### src/rtl/gpio_ctrl.sv
`default_nettype none
// ============================================================================
// Module   : gpio_ctrl
// Purpose  : Bus-mapped GPIO peripheral. It provides registered outputs with
//            atomic set/clear, inputs synchronised by two flops, optional
//            per-input debouncing, and per-input rising/falling edge
//            interrupts. The edge flags are sticky, write-1-to-clear status
//            bits, and their OR drives a level interrupt.
// Config   : `GPIO_CTRL_DEBOUNCE_EN -- when defined, each input gets a
//            debounce counter. When undefined, the debounced value is the
//            synchronised value.
// Ports    : clk_i, rst_ni (async, active-low)
//            device_req_i/addr_i/we_i/be_i/wdata_i : single-cycle bus request
//            device_rvalid_o/rdata_o               : response, 1 cycle later
//            gp_i  : asynchronous inputs
//            gp_o  : registered outputs
//            irq_o : registered OR of interrupt status
// Revision : 1.0 - initial release
// ============================================================================
module gpio_ctrl #(
    parameter int GpiWidth  = 8,
    parameter int GpoWidth  = 16,
    parameter int AddrWidth = 32,
    parameter int DataWidth = 32,
    parameter int RegAddr   = 12,
    parameter int DbncCount = 500
) (
    input  logic                 clk_i,
    input  logic                 rst_ni,
    input  logic                 device_req_i,
    input  logic [AddrWidth-1:0] device_addr_i,
    input  logic                 device_we_i,
    input  logic [3:0]           device_be_i,
    input  logic [DataWidth-1:0] device_wdata_i,
    output logic                 device_rvalid_o,
    output logic [DataWidth-1:0] device_rdata_o,
    input  logic [GpiWidth-1:0]  gp_i,
    output logic [GpoWidth-1:0]  gp_o,
    output logic                 irq_o
);

    localparam logic [RegAddr-1:0] c_ADDR_OUT    = RegAddr'(12'h000);
    localparam logic [RegAddr-1:0] c_ADDR_IN     = RegAddr'(12'h004);
    localparam logic [RegAddr-1:0] c_ADDR_IN_DB  = RegAddr'(12'h008);
    localparam logic [RegAddr-1:0] c_ADDR_SET    = RegAddr'(12'h00C);
    localparam logic [RegAddr-1:0] c_ADDR_CLR    = RegAddr'(12'h010);
    localparam logic [RegAddr-1:0] c_ADDR_RISE   = RegAddr'(12'h014);
    localparam logic [RegAddr-1:0] c_ADDR_FALL   = RegAddr'(12'h018);
    localparam logic [RegAddr-1:0] c_ADDR_STATUS = RegAddr'(12'h01C);

    logic [GpoWidth-1:0]  r_out;
    logic [GpiWidth-1:0]  r_rise_en;
    logic [GpiWidth-1:0]  r_fall_en;
    logic [GpiWidth-1:0]  r_status;
    logic [GpiWidth-1:0]  r_sync1;
    logic [GpiWidth-1:0]  r_sync2;
    logic [GpiWidth-1:0]  r_dbnc_q;
    logic                 r_irq;
    logic                 r_rvalid;
    logic [DataWidth-1:0] r_rdata;

    logic [RegAddr-1:0]   w_addr;
    logic                 w_wr;
    logic                 w_rd;
    logic [31:0]          w_bemask;
    logic [31:0]          w_wd;
    logic [GpoWidth-1:0]  w_out_nxt;
    logic [GpiWidth-1:0]  w_dbnc;
    logic [GpiWidth-1:0]  w_hw_set;
    logic [GpiWidth-1:0]  w_w1c;
    logic [DataWidth-1:0] w_rd_val;
    logic                 w_unused;

    assign w_addr   = device_addr_i[RegAddr-1:0];
    assign w_wr     = device_req_i & device_we_i;
    assign w_rd     = device_req_i & ~device_we_i;
    assign w_bemask = {{8{device_be_i[3]}}, {8{device_be_i[2]}},
                       {8{device_be_i[1]}}, {8{device_be_i[0]}}};
    // Write data with disabled bytes forced to 0; every write path uses this
    // so a disabled byte can neither set, clear nor overwrite anything.
    assign w_wd     = device_wdata_i & w_bemask;

    // Upper address bits are deliberately not decoded; upper write-data bits
    // beyond the channel widths are dropped.
    assign w_unused = ^{device_addr_i[AddrWidth-1:RegAddr], w_wd, w_bemask};

    // ------------------------------------------------------------------
    // Input synchronisation
    // ------------------------------------------------------------------
    always_ff @(posedge clk_i or negedge rst_ni) begin
        if (!rst_ni) begin
            r_sync1 <= '0;
            r_sync2 <= '0;
        end else begin
            r_sync1 <= gp_i;
            r_sync2 <= r_sync1;
        end
    end

    // ------------------------------------------------------------------
    // Debounce: the output follows the input only after DbncCount
    // consecutive cycles of disagreement; any agreement restarts the count.
    // ------------------------------------------------------------------
`ifdef GPIO_CTRL_DEBOUNCE_EN
    localparam int c_CNT_W = $clog2(DbncCount);
    localparam logic [c_CNT_W-1:0] c_CNT_MAX = c_CNT_W'(DbncCount - 1);

    for (genvar gi = 0; gi < GpiWidth; gi++) begin : g_dbnc
        logic [c_CNT_W-1:0] r_cnt;
        logic               r_dbnc;

        always_ff @(posedge clk_i or negedge rst_ni) begin
            if (!rst_ni) begin
                r_cnt  <= '0;
                r_dbnc <= 1'b0;
            end else if (r_sync2[gi] == r_dbnc) begin
                r_cnt  <= '0;
            end else if (r_cnt == c_CNT_MAX) begin
                r_dbnc <= r_sync2[gi];
                r_cnt  <= '0;
            end else begin
                r_cnt  <= r_cnt + c_CNT_W'(1);
            end
        end

        assign w_dbnc[gi] = r_dbnc;
    end
`else
    assign w_dbnc = r_sync2;
`endif

    // ------------------------------------------------------------------
    // Edge detection and interrupt status
    // ------------------------------------------------------------------
    assign w_hw_set = ( w_dbnc & ~r_dbnc_q & r_rise_en) |
                      (~w_dbnc &  r_dbnc_q & r_fall_en);
    assign w_w1c    = (w_wr && (w_addr == c_ADDR_STATUS)) ? w_wd[GpiWidth-1:0]
                                                          : '0;

    // ------------------------------------------------------------------
    // Output register next value (plain write, set, clear)
    // ------------------------------------------------------------------
    always_comb begin
        w_out_nxt = r_out;
        if (w_wr) begin
            case (w_addr)
                c_ADDR_OUT: w_out_nxt = (r_out & ~w_bemask[GpoWidth-1:0]) |
                                        w_wd[GpoWidth-1:0];
                c_ADDR_SET: w_out_nxt = r_out | w_wd[GpoWidth-1:0];
                c_ADDR_CLR: w_out_nxt = r_out & ~w_wd[GpoWidth-1:0];
                default:    w_out_nxt = r_out;
            endcase
        end
    end

    // ------------------------------------------------------------------
    // Read mux; unlisted and write-only addresses read 0
    // ------------------------------------------------------------------
    always_comb begin
        w_rd_val = '0;
        case (w_addr)
            c_ADDR_OUT:    w_rd_val[GpoWidth-1:0] = r_out;
            c_ADDR_IN:     w_rd_val[GpiWidth-1:0] = r_sync2;
            c_ADDR_IN_DB:  w_rd_val[GpiWidth-1:0] = w_dbnc;
            c_ADDR_RISE:   w_rd_val[GpiWidth-1:0] = r_rise_en;
            c_ADDR_FALL:   w_rd_val[GpiWidth-1:0] = r_fall_en;
            c_ADDR_STATUS: w_rd_val[GpiWidth-1:0] = r_status;
            default:       w_rd_val = '0;
        endcase
    end

    // ------------------------------------------------------------------
    // State registers
    // ------------------------------------------------------------------
    always_ff @(posedge clk_i or negedge rst_ni) begin
        if (!rst_ni) begin
            r_out     <= '0;
            r_rise_en <= '0;
            r_fall_en <= '0;
            r_status  <= '0;
            r_dbnc_q  <= '0;
            r_irq     <= 1'b0;
            r_rvalid  <= 1'b0;
            r_rdata   <= '0;
        end else begin
            r_out    <= w_out_nxt;
            r_dbnc_q <= w_dbnc;
            // Hardware set is OR-ed after the clear so it wins a collision.
            r_status <= (r_status & ~w_w1c) | w_hw_set;
            r_irq    <= |r_status;
            r_rvalid <= device_req_i;
            r_rdata  <= w_rd ? w_rd_val : '0;
            if (w_wr && (w_addr == c_ADDR_RISE)) begin
                r_rise_en <= (r_rise_en & ~w_bemask[GpiWidth-1:0]) |
                             w_wd[GpiWidth-1:0];
            end
            if (w_wr && (w_addr == c_ADDR_FALL)) begin
                r_fall_en <= (r_fall_en & ~w_bemask[GpiWidth-1:0]) |
                             w_wd[GpiWidth-1:0];
            end
        end
    end

    assign gp_o            = r_out;
    assign irq_o           = r_irq;
    assign device_rvalid_o = r_rvalid;
    assign device_rdata_o  = r_rdata;

endmodule
`default_nettype wire

### config.mk
export PLATFORM = sky130hd
export DESIGN_NAME = gpio_ctrl
export DESIGN_NICKNAME = d
export VERILOG_FILES = /design/src/rtl/gpio_ctrl.sv
export SDC_FILE = /design/constraint.sdc
export NUM_CORES = 1
export LEC_CHECK = 0
export ABC_CLOCK_PERIOD_IN_PS = 1680
export BUFFER_PORTS_ARGS = -buffer_cell sky130_fd_sc_hd__buf_2
export CORE_MARGIN = 2
export CORE_UTILIZATION = 40
export DETAILED_ROUTE_END_ITERATION = 16
export PLACE_DENSITY_LB_ADDON = 0.05
export SYNTH_ARGS = -nofsm -noshare
export SYNTH_HDL_FRONTEND = slang
export SYNTH_SLANG_ARGS = --single-unit
### constraint.sdc
create_clock -name clk_i -period 1.68 [get_ports clk_i]
set_input_delay 0.168 -clock clk_i [delete_from_list [all_inputs] [get_ports clk_i]]
set_output_delay 0.168 -clock clk_i [all_outputs]
set_load 0.005 [all_outputs]
==> qor.csv, run 1 <==
metric;value;unit
synthAdderAreaFrac;0;
clock_sinks;82;
syn_area_per_cell;12.6;sq um
worstPathArrival;1.73;ns
dr.pass1.iters;4;
via_per_inst;5.16;
end_kind;flip-flop;
antenna_left;0;
wire_per_inst;16.9;microns
hold_violations;0;
post-route-min-period;1.48;ns
initial_utilization;0.411;
p_leak;0.00231;uW
cts_buffer_depth;2;
synth_area;3570;sq um
numCtsBuffers;9;
slew_violations;0;
synthMuxAreaShare;0.0758;
grt_pass1_vias;2670;
worst_slew_pin_slew;0.508;ns
cts_tree;done;
gp_congestion;0.749;
fin_util;0.515;
io_buffers;75;
critical_path.max_fanout;5;
grt_max_degree;36;
layoutNonFillerInstCount;504;
cp_data_required_time;1.93;ns
fin_setup_tns;0;ns
crit_type;input port to flip-flop;
slew-limit-headroom;0.661;
row_count;34;
drive_above_1_share;0.412;
synthCells;282;
whs;0.0413;ns
timing.fmax;677;MHz
grt.overflow.total;0;
synth_warnings;0;
fp.dieW;98.4;microns
dieArea;9690;sq um
dieHeight;98.4;microns
fin_worst_skew;0.00989;ns
status;completed;
num_io_pins;130;
dp.cells;478;
async_reset_ff_frac;1.00;
final_cell_mix;82 x dfrtp_1, 74 x buf_2, 24 x mux2_2, 24 x buf_4, 18 x nand2_1;
drt_iter0_markers;98;
dr_total_vias;2602;
drv_cap;0;
dpl_cell_area;4170;sq um
n_antenna_cell;0;
synthToLayoutAreaGrowth;25.3;%
design_area;4470;sq um
cp-start-kind;input port;
synth_xor_area_frac;0.00246;
grt_use_total;0.187;
hold_path_class;input port to flip-flop;
wl;8.50;mm
yosys.area_share.simple;0.156;
synth_compound_area_frac;0.138;
path_clk_slew;0.09;ns
drc;0;
synth-main-ff-cell;dfrtp_1;
period_share;0.879;
pwr_density_cell;883;nW/um^2
cts_root_buf;clkbuf_8;
setup_viol;0;
layout_commonest_cell;dfrtp_1;
rsz0062_at_grt;false;
ys_ff_latch;82;
insertion_delay;0.36;ns
ir_worst_vdd;0.347;mV
synth.distinct_cells;42;
grt_first_pass_wirelength;13.9;mm
cts_max_level;3;
yosysSeqAreaShare;0.575;
post_cts_resized;0;
hpwl;6.00;mm
synth_edf_count;0;
antenna_found_initial;0;
placeableCoreArea;8680;sq um
fin_nets;471;
synth_top_family_by_area;simple AND/OR/NAND/NOR gates;
==> area by class of cell <==
cell class | instances | area (sq um)
clock buffers | 11 | 141
repair buffers | 110 | 691
clock inverters | 5 | 62.6
multi-input cells | 188 | 1390
flip-flops and latches | 82 | 2050
well taps | 108 | 135
fillers | 810 | 4210
==> critical path, stage by stage <==
cell and delay, ns:
buf_2 0.10, or4_4 0.59, nor2_1 0.12, and3_1 0.22
buf_4 0.19, mux2_2 0.34
==> what timing repair did <==
item | CTS | global route
buffers inserted | 0 | 0
endpoints found under the hold margin | 32 | 0
hold buffers | 10 | 0
==> cells in the mapped netlist, types with 2 or more instances <==
cell	number	share of area
nand3b_1	9	0.019
o2111ai_1	8	0.020
a22o_1	3	0.0074
o21ai_0	8	0.011
buf_1	2	0.0021
a21o_1	8	0.017
and2_1	8	0.014
buf_2	3	0.0042
mux2_2	24	0.076
a211o_1	8	0.020
nor4_1	4	0.0070
buf_4	19	0.040
a21oi_1	8	0.011
nor3_1	2	0.0028
nor2b_1	2	0.0035
nor4_2	2	0.0070
nor2_1	3	0.0032
and3_1	4	0.0070
a22oi_1	16	0.034
nand2_1	18	0.019
and3_2	8	0.017
a22o_2	5	0.014
nor4_4	2	0.012
clkbuf_1	2	0.0021
nor3b_1	8	0.017
dfrtp_1	82	0.58
==> power breakdown <==
group	switching [uW]	leakage (uW)	internal, uW
clock	749	0.0000962	736
sequential	59.3	0.00109	2050
combinational	180	0.00113	173
==> cells by family (layout without fill, tap and decap cells) <==
| logic type | count (synthesis) | after routing |
|---|---|---|
| xor gates and xnor gates | 1 | 1 |
| other | 1 | 16 |
| and+or+nand+nor | 81 | 81 |
| AOI/OAI and AO/OA | 66 | 66 |
| DFF | 82 | 82 |
| muxes | 24 | 24 |
| buffers and inverters | 27 | 126 |
==> routing by layer <==
layer | up-vias | routed length [microns] | track usage
met5 | - | 0 | 0
met4 | 0 | 171 | 0.0832
met3 | 14 | 413 | 0.0312
met2 | 75 | 4010 | 0.298
met1 | 1281 | 3910 | 0.254
li1 | 1232 | - | -
==> through the flow <==
step                power (uW)  worst slack (ns)
floorplan                 2300            0.0217
global placement          2480            -0.171
detailed placement        2490            -0.168
CTS                       4000             0.220
global route              4120             0.138
finish                    3940             0.204
==> path summary, 6_finish.rpt <==
check,slack [ns],to,start,cells past startpoint
hold reg to reg,0.35,r_sync2[3],r_sync1[3],0
hold / removal,0.04,gp_o[14],device_wdata_i[14],2
max in group asynchronous,0.91,async pin,rst_ni,3
setup / recovery,0.20,flip-flop,device_addr_i[11],6
setup reg to reg,0.58,device_rdata_o[2],r_status[2],3
min in group asynchronous,0.25,device_rdata_o[8],rst_ni,2
(Power assumes the default switching activity.)
==> run 2, diff against run 1 <==
--- a/config.mk
+++ b/config.mk
@@ -5,7 +5,7 @@
 export SDC_FILE = /design/constraint.sdc
 export NUM_CORES = 1
 export LEC_CHECK = 0
-export ABC_CLOCK_PERIOD_IN_PS = 1680
+export ABC_CLOCK_PERIOD_IN_PS = 1600
 export BUFFER_PORTS_ARGS = -buffer_cell sky130_fd_sc_hd__buf_2
 export CORE_MARGIN = 2
 export CORE_UTILIZATION = 40
==> constraint.sdc (replaced) <==
create_clock -name clk_i -period 1.6 [get_ports clk_i]
set_input_delay 0.16 -clock clk_i [delete_from_list [all_inputs] [get_ports clk_i]]
set_output_delay 0.16 -clock clk_i [all_outputs]
set_load 0.005 [all_outputs]
==> run 2 against run 1 <==
Net effect:
- final cell count rose by 0.99%
- non-clock buffer count up 5
- first-iteration DRC count shrank 4.1%
- critical path type unchanged
==> qor.csv, run 2 (synthesis results as in run 1) <==
metric;value;unit;change
critical_path.max_fanout;8;;+3
grt_max_degree;54;;+50%
p_comb_frac;0.093;;+0.003
clkPwrFrac;0.355;;-0.021
crit_type;input port to flip-flop;;
layout_commonest_cell;dfrtp_1;;
grt.overflow.total;0;;unchanged
cellInternalPower;2920;uW;-1.2%
drc;0;;unchanged
fin_util;0.520;;+0.00548
worstPathArrival;1.80;ns;+0.07 ns
pwr-share-seq;0.552;;+0.018
fillers;807;;-0.37%
p_leak;0.00233;uW;+0.74%
timing.fmax;644;MHz;
cts_root_buf;clkbuf_8;;
dieArea;9690;sq um;unchanged
grt_first_pass_wirelength;13.8;mm;-0.45%
place_ws;-0.181;ns;-0.0125 ns
row_count;34;;unchanged
cp-start-kind;input port;;
grt_pass1_vias;2719;;+1.8%
post-route-min-period;1.55;ns;
cts_tree;done;;
via_per_inst;5.12;;-0.83%
drv_cap;0;;unchanged
grt_use_total;0.184;;-0.00320
insertion_delay;0.36;ns;about the same
p_sw_frac;0.272;;+0.0215
dr.pass1.iters;4;;unchanged
setup_viol;0;;unchanged
period_share;0.970;;
layoutNonFillerInstCount;509;;+0.99%
synthToLayoutAreaGrowth;26.6;%;
hold_violations;0;;unchanged
end_kind;flip-flop;;
initial_utilization;0.411;;unchanged
placeableCoreArea;8680;sq um;unchanged
wl;8.43;mm;-0.80%
antenna_found_initial;0;;unchanged
design_area;4520;sq um;+1.1%
fp.dieW;98.4;microns;unchanged
cts_setup_buffers;0;;unchanged
num_io_pins;130;;unchanged
hold_path_class;input port to flip-flop;;
dpl_cell_area;4230;sq um;+1.5%
status;completed;;
switching_power;1090;uW;+10%
slew_violations;0;;unchanged
setup_slack;0.0473;ns;-0.156 ns
n_antenna_cell;0;;unchanged
clock_sinks;82;;unchanged
ir_worst_vdd;0.569;mV;+64%
numCtsBuffers;9;;unchanged
io_buffers;75;;unchanged
fin_nets;476;;+1.1%
final_cell_mix;82 x dfrtp_1, 74 x buf_2, 28 x buf_4;;
dp.cells;483;;+1.0%
gp_congestion;0.786;;+4.9%
cts_buffer_depth;2;;unchanged
whs;0.0295;ns;-0.0117 ns
cts_max_level;3;;unchanged
antenna_left;0;;unchanged
path_clk_slew;0.08;ns;about the same
dieHeight;98.4;microns;unchanged
drive_above_1_share;0.424;;+0.0123
cp_data_required_time;1.84;ns;-0.09 ns
dr_total_vias;2606;;+0.15%
wire_per_inst;16.6;microns;-1.8%
hpwl;5.86;mm;-2.3%
fin_worst_skew;0.00842;ns;-0.00147 ns
pwr_density_cell;888;nW/um^2;+0.61%
drt_iter0_markers;94;;-4.1%
run 2: changes by cell type in the layout (fill, tap and decap cells not counted):
cell	before	now
bufinv_16	1	0
nor4_2	2	1
clkbuf_1	1	0
nor4_4	2	3
clkbuf_8	10	9
clkinvlp_4	2	3
and3_1	4	3
and3_4	0	1
inv_6	1	2
buf_12	2	3
inv_8	0	1
or4b_4	0	1
buf_4	24	28
or4b_2	1	0
run 2: through the flow:
| step | power (uW) | TNS [ns] |
|---|---|---|
| 6_report | 4010 | 0 |
| 5_1_grt | 4180 | -0.0249 |
| 4_1_cts | 4070 | 0 |
| 3_5_place_dp | 2620 | -4.26 |
| 3_3_place_gp | 2610 | -3.92 |
| 2_1_floorplan | 2410 | -0.394 |
run 2: critical path, cell delays in order:
cell,delay (ns)
dlygate4sd3_1,0.53
buf_2,0.12
nand3_1,0.07
buf_4,0.17
nor2_1,0.09
and3_4,0.20
buf_12,0.13
mux2_2,0.33
run 2: worst paths after layout:
kind,to,cells after the start,startpoint,slack (ns)
max in group asynchronous,async pin,3,rst_ni,0.90
min,gp_o[14],2,device_wdata_i[14],0.03
max,flip-flop,8,device_req_i,0.05
max reg2reg,device_rdata_o[0],3,r_status[0],0.52
min in group asynchronous,device_rdata_o[14],2,rst_ni,0.17
min reg2reg,r_sync2[1],0,r_sync1[1],0.34
run 2: timing repair:
action,in CTS,in global routing
hold buffers,10,0
gates resized for setup,0,1
endpoints found under the setup margin,0,9
endpoints found under the hold margin,91,0
run 2: power groups by stage:
stage                     registers (uW)  logic (uW)  clock network [uW]
after global placement              2250         356                   0
after detailed placement            2260         360                   0
final                               2220         373                1420
after global routing                2230         411                1540
after floorplan                     2240         170                   0
after CTS                           2220         379                1480
run 2: cell type report:
class | instances | area [sq um] | share of cell area
clock buffer | 9 | 124 | 0.0274
clock inverter | 7 | 60.1 | 0.0133
multi-input combinational | 188 | 1410 | 0.311
sequential | 82 | 2050 | 0.454
tap | 108 | 135 | 0.0299
timing repair buffer | 115 | 741 | 0.164
run 2: layer usage:
| metal | track usage | wire, microns |
|---|---|---|
| met1 | 0.235 | 3720 |
| met2 | 0.308 | 4200 |
| met3 | 0.0418 | 400 |
| met4 | 0.0685 | 112 |
| met5 | 0 | 0 |
==> run 3, diff against run 2 <==
--- a/config.mk
+++ b/config.mk
@@ -7,9 +7,12 @@
 export LEC_CHECK = 0
 export ABC_CLOCK_PERIOD_IN_PS = 1600
 export BUFFER_PORTS_ARGS = -buffer_cell sky130_fd_sc_hd__buf_2
+export CELL_PAD_IN_SITES_DETAIL_PLACEMENT = 0
+export CELL_PAD_IN_SITES_GLOBAL_PLACEMENT = 1
 export CORE_MARGIN = 2
-export CORE_UTILIZATION = 40
+export CORE_UTILIZATION = 38
 export DETAILED_ROUTE_END_ITERATION = 16
+export GPL_TIMING_DRIVEN = 0
 export PLACE_DENSITY_LB_ADDON = 0.05
 export SYNTH_ARGS = -nofsm -noshare
 export SYNTH_HDL_FRONTEND = slang
==> run 3 against run 2 <==
Net effect:
- hold slack improved by 0.018 ns
- highest routed layer unchanged
- sequential power about the same
- non-clock buffer count decreased by 3
- sequential share of layout area decreased by 0.25 points
==> qor.csv, run 3 (synthesis results as in run 1) <==
metric;value;unit;change
seqCellArea;2050;sq um;unchanged
fin_nets;473;;-0.63%
grt.overflow.total;0;;unchanged
io_buffers;72;;-4.0%
grt_use_total;0.178;;-0.00555
multi_input_area;1430;sq um;+2.0%
critical_path.max_fanout;9;;+1
cp-start-kind;input port;;
n_antenna_cell;0;;unchanged
busiest_layer;met2;;
antenna_found_initial;0;;unchanged
grt_use_met1;0.231;;-0.00388
fin_worst_skew;0.00592;ns;-0.00250 ns
slowest_delay;0.54;ns;about the same
placeableCoreArea;9150;sq um;+5.5%
dieArea;10200;sq um;+5.1%
worst_slew_pin_slew;0.831;ns;
pwr_density_cell;932;nW/um^2;+5.0%
grt_pass1_vias;2542;;-6.5%
met2_usage;0.297;;-0.0108
dpl_cell_area;4170;sq um;-1.4%
cts_max_level;3;;unchanged
ir_worst_vdd;0.487;mV;-14%
dr.pass1.iters;4;;unchanged
p_leak;0.00234;uW;+0.63%
post-route-min-period;1.52;ns;-0.0296 ns
crit_chain;buf_2 > nor2_1 > and4b_1 > and3_1 > buf_4 > mux2_2;;
num_io_pins;130;;unchanged
initial_utilization;0.390;;-0.0213
grt_util_met3;0.0333;;-0.00856
dp.cells;481;;-0.41%
drive_above_1_share;0.416;;-0.00832
pwr-share-seq;0.522;;-0.030
wire_per_inst;17.1;microns;+3.4%
grt_first_pass_wirelength;13.6;mm;-1.7%
crit_type;input port to flip-flop;;
final_cell_mix;82 x dfrtp_1, 72 x buf_2, 24 x buf_4, 24 x mux2_2, 18 x nand2_1;;
insertion_delay;0.35;ns;about the same
slew-limit-headroom;0.443;;
cp_data_required_time;1.84;ns;about the same
hpwl;5.70;mm;-2.8%
hold_path_class;input port to flip-flop;;
slew_violations;0;;unchanged
fin_util;0.496;;-0.0242
p_sw_frac;0.242;;-0.0305
setup_slack;0.0769;ns;+0.0296 ns
fp.dieW;101;microns;+2.5%
layout_commonest_cell;dfrtp_1;;
cts_root_buf;clkbuf_8;;
cp_slowest_cell;and4b_1;;
cts_tree;done;;
path_clk_slew;0.08;ns;about the same
place_ws;-0.689;ns;-0.508 ns
numCtsBuffers;9;;unchanged
timing.fmax;657;MHz;+1.9%
cellInternalPower;3210;uW;+10%
grt_max_degree;62;;+15%
dr_total_vias;2587;;-0.73%
worstPathArrival;1.76;ns;-0.04 ns
hold_violations;0;;unchanged
period_share;0.952;;-0.0185
design_area;4540;sq um;+0.55%
via_per_inst;5.09;;-0.53%
layoutNonFillerInstCount;508;;-0.20%
wl;8.70;mm;+3.2%
rsz0062_at_grt;false;;
synthToLayoutAreaGrowth;27.3;%;
p_comb_frac;0.093;;about the same
switching_power;1020;uW;-6.3%
dieHeight;101;microns;+2.5%
cts_buffer_depth;2;;unchanged
clock_sinks;82;;unchanged
drt_iter0_markers;111;;+18%
fillers;867;;+7.4%
end_kind;flip-flop;;
status;completed;;
row_count;35;;+2.9%
setup_viol;0;;unchanged
gp_congestion;0.771;;-1.9%
antenna_left;0;;unchanged
drc;0;;unchanged
clkPwrFrac;0.385;;+0.030
drv_cap;0;;unchanged
[run 3: cell types whose count changed in the layout (fill, tap and decap cells not counted), sizes merged]
cell and change:
buf -4, inv -3, bufinv +2, clkbuf +2, clkinvlp -1
[run 3: worst paths after layout]
path                       cells after the start  slack [ns]                from                 to
min in group asynchronous                      2        0.25              rst_ni    device_rvalid_o
hold / removal                                 2        0.05  device_wdata_i[14]           gp_o[14]
setup / recovery                               6        0.08    device_addr_i[1]          flip-flop
max in group asynchronous                      3        0.74              rst_ni  device_rdata_o[3]
setup reg to reg                               3        0.50         r_status[2]  device_rdata_o[2]
hold reg to reg                                0        0.35          r_sync1[6]         r_sync2[6]
[run 3: critical path, delay by kind of cell]
family	cells	cell delay, ns
buffers and inverters	2	0.31
muxes	1	0.35
and+or+nand+nor	3	0.95
[run 3: stage by stage]
step / TNS, ns / power [uW] / hold slack [ns]
2_1_floorplan: -0.394 / 2410 / -0.136
3_3_place_gp: -51.05 / 2610 / 0.268
3_5_place_dp: -24.55 / 2620 / 0.0797
4_1_cts: 0 / 4270 / 0.0383
5_1_grt: 0 / 4410 / 0.0414
6_report: 0 / 4230 / 0.0476
[run 3: power groups by stage]
stage,clock network [uW],logic [uW],registers [uW]
final,1630,394,2210
after global routing,1750,436,2220
after CTS,1660,398,2210
after detailed placement,0,374,2250
after global placement,0,359,2250
after floorplan,0,170,2240
[run 3: cell type report]
type                       count  area share
buffer                        26      0.0408
clock buffer                  10      0.0281
clock inverter                 5      0.0176
multi-input combinational    188       0.315
sequential                    82       0.452
tap                          111      0.0306
timing repair buffer          86       0.116
[run 3: repair_timing]
item | in CTS | in global routing
buffers inserted | 1 | 2
resized for setup | 4 | 2
cloned | 0 | 0
pin swaps | 1 | 2
hold buffers | 10 | 0
endpoints found under the hold margin | 30 | 0
endpoints found under the setup margin | 32 | 21
[run 3: metal layers]
metal	part of all wire	vias to the layer above	wire, microns
li1	-	1243	-
met4	0.017	0	152
met2	0.48	74	4150
met3	0.050	13	439
met5	0	-	0
met1	0.45	1257	3950
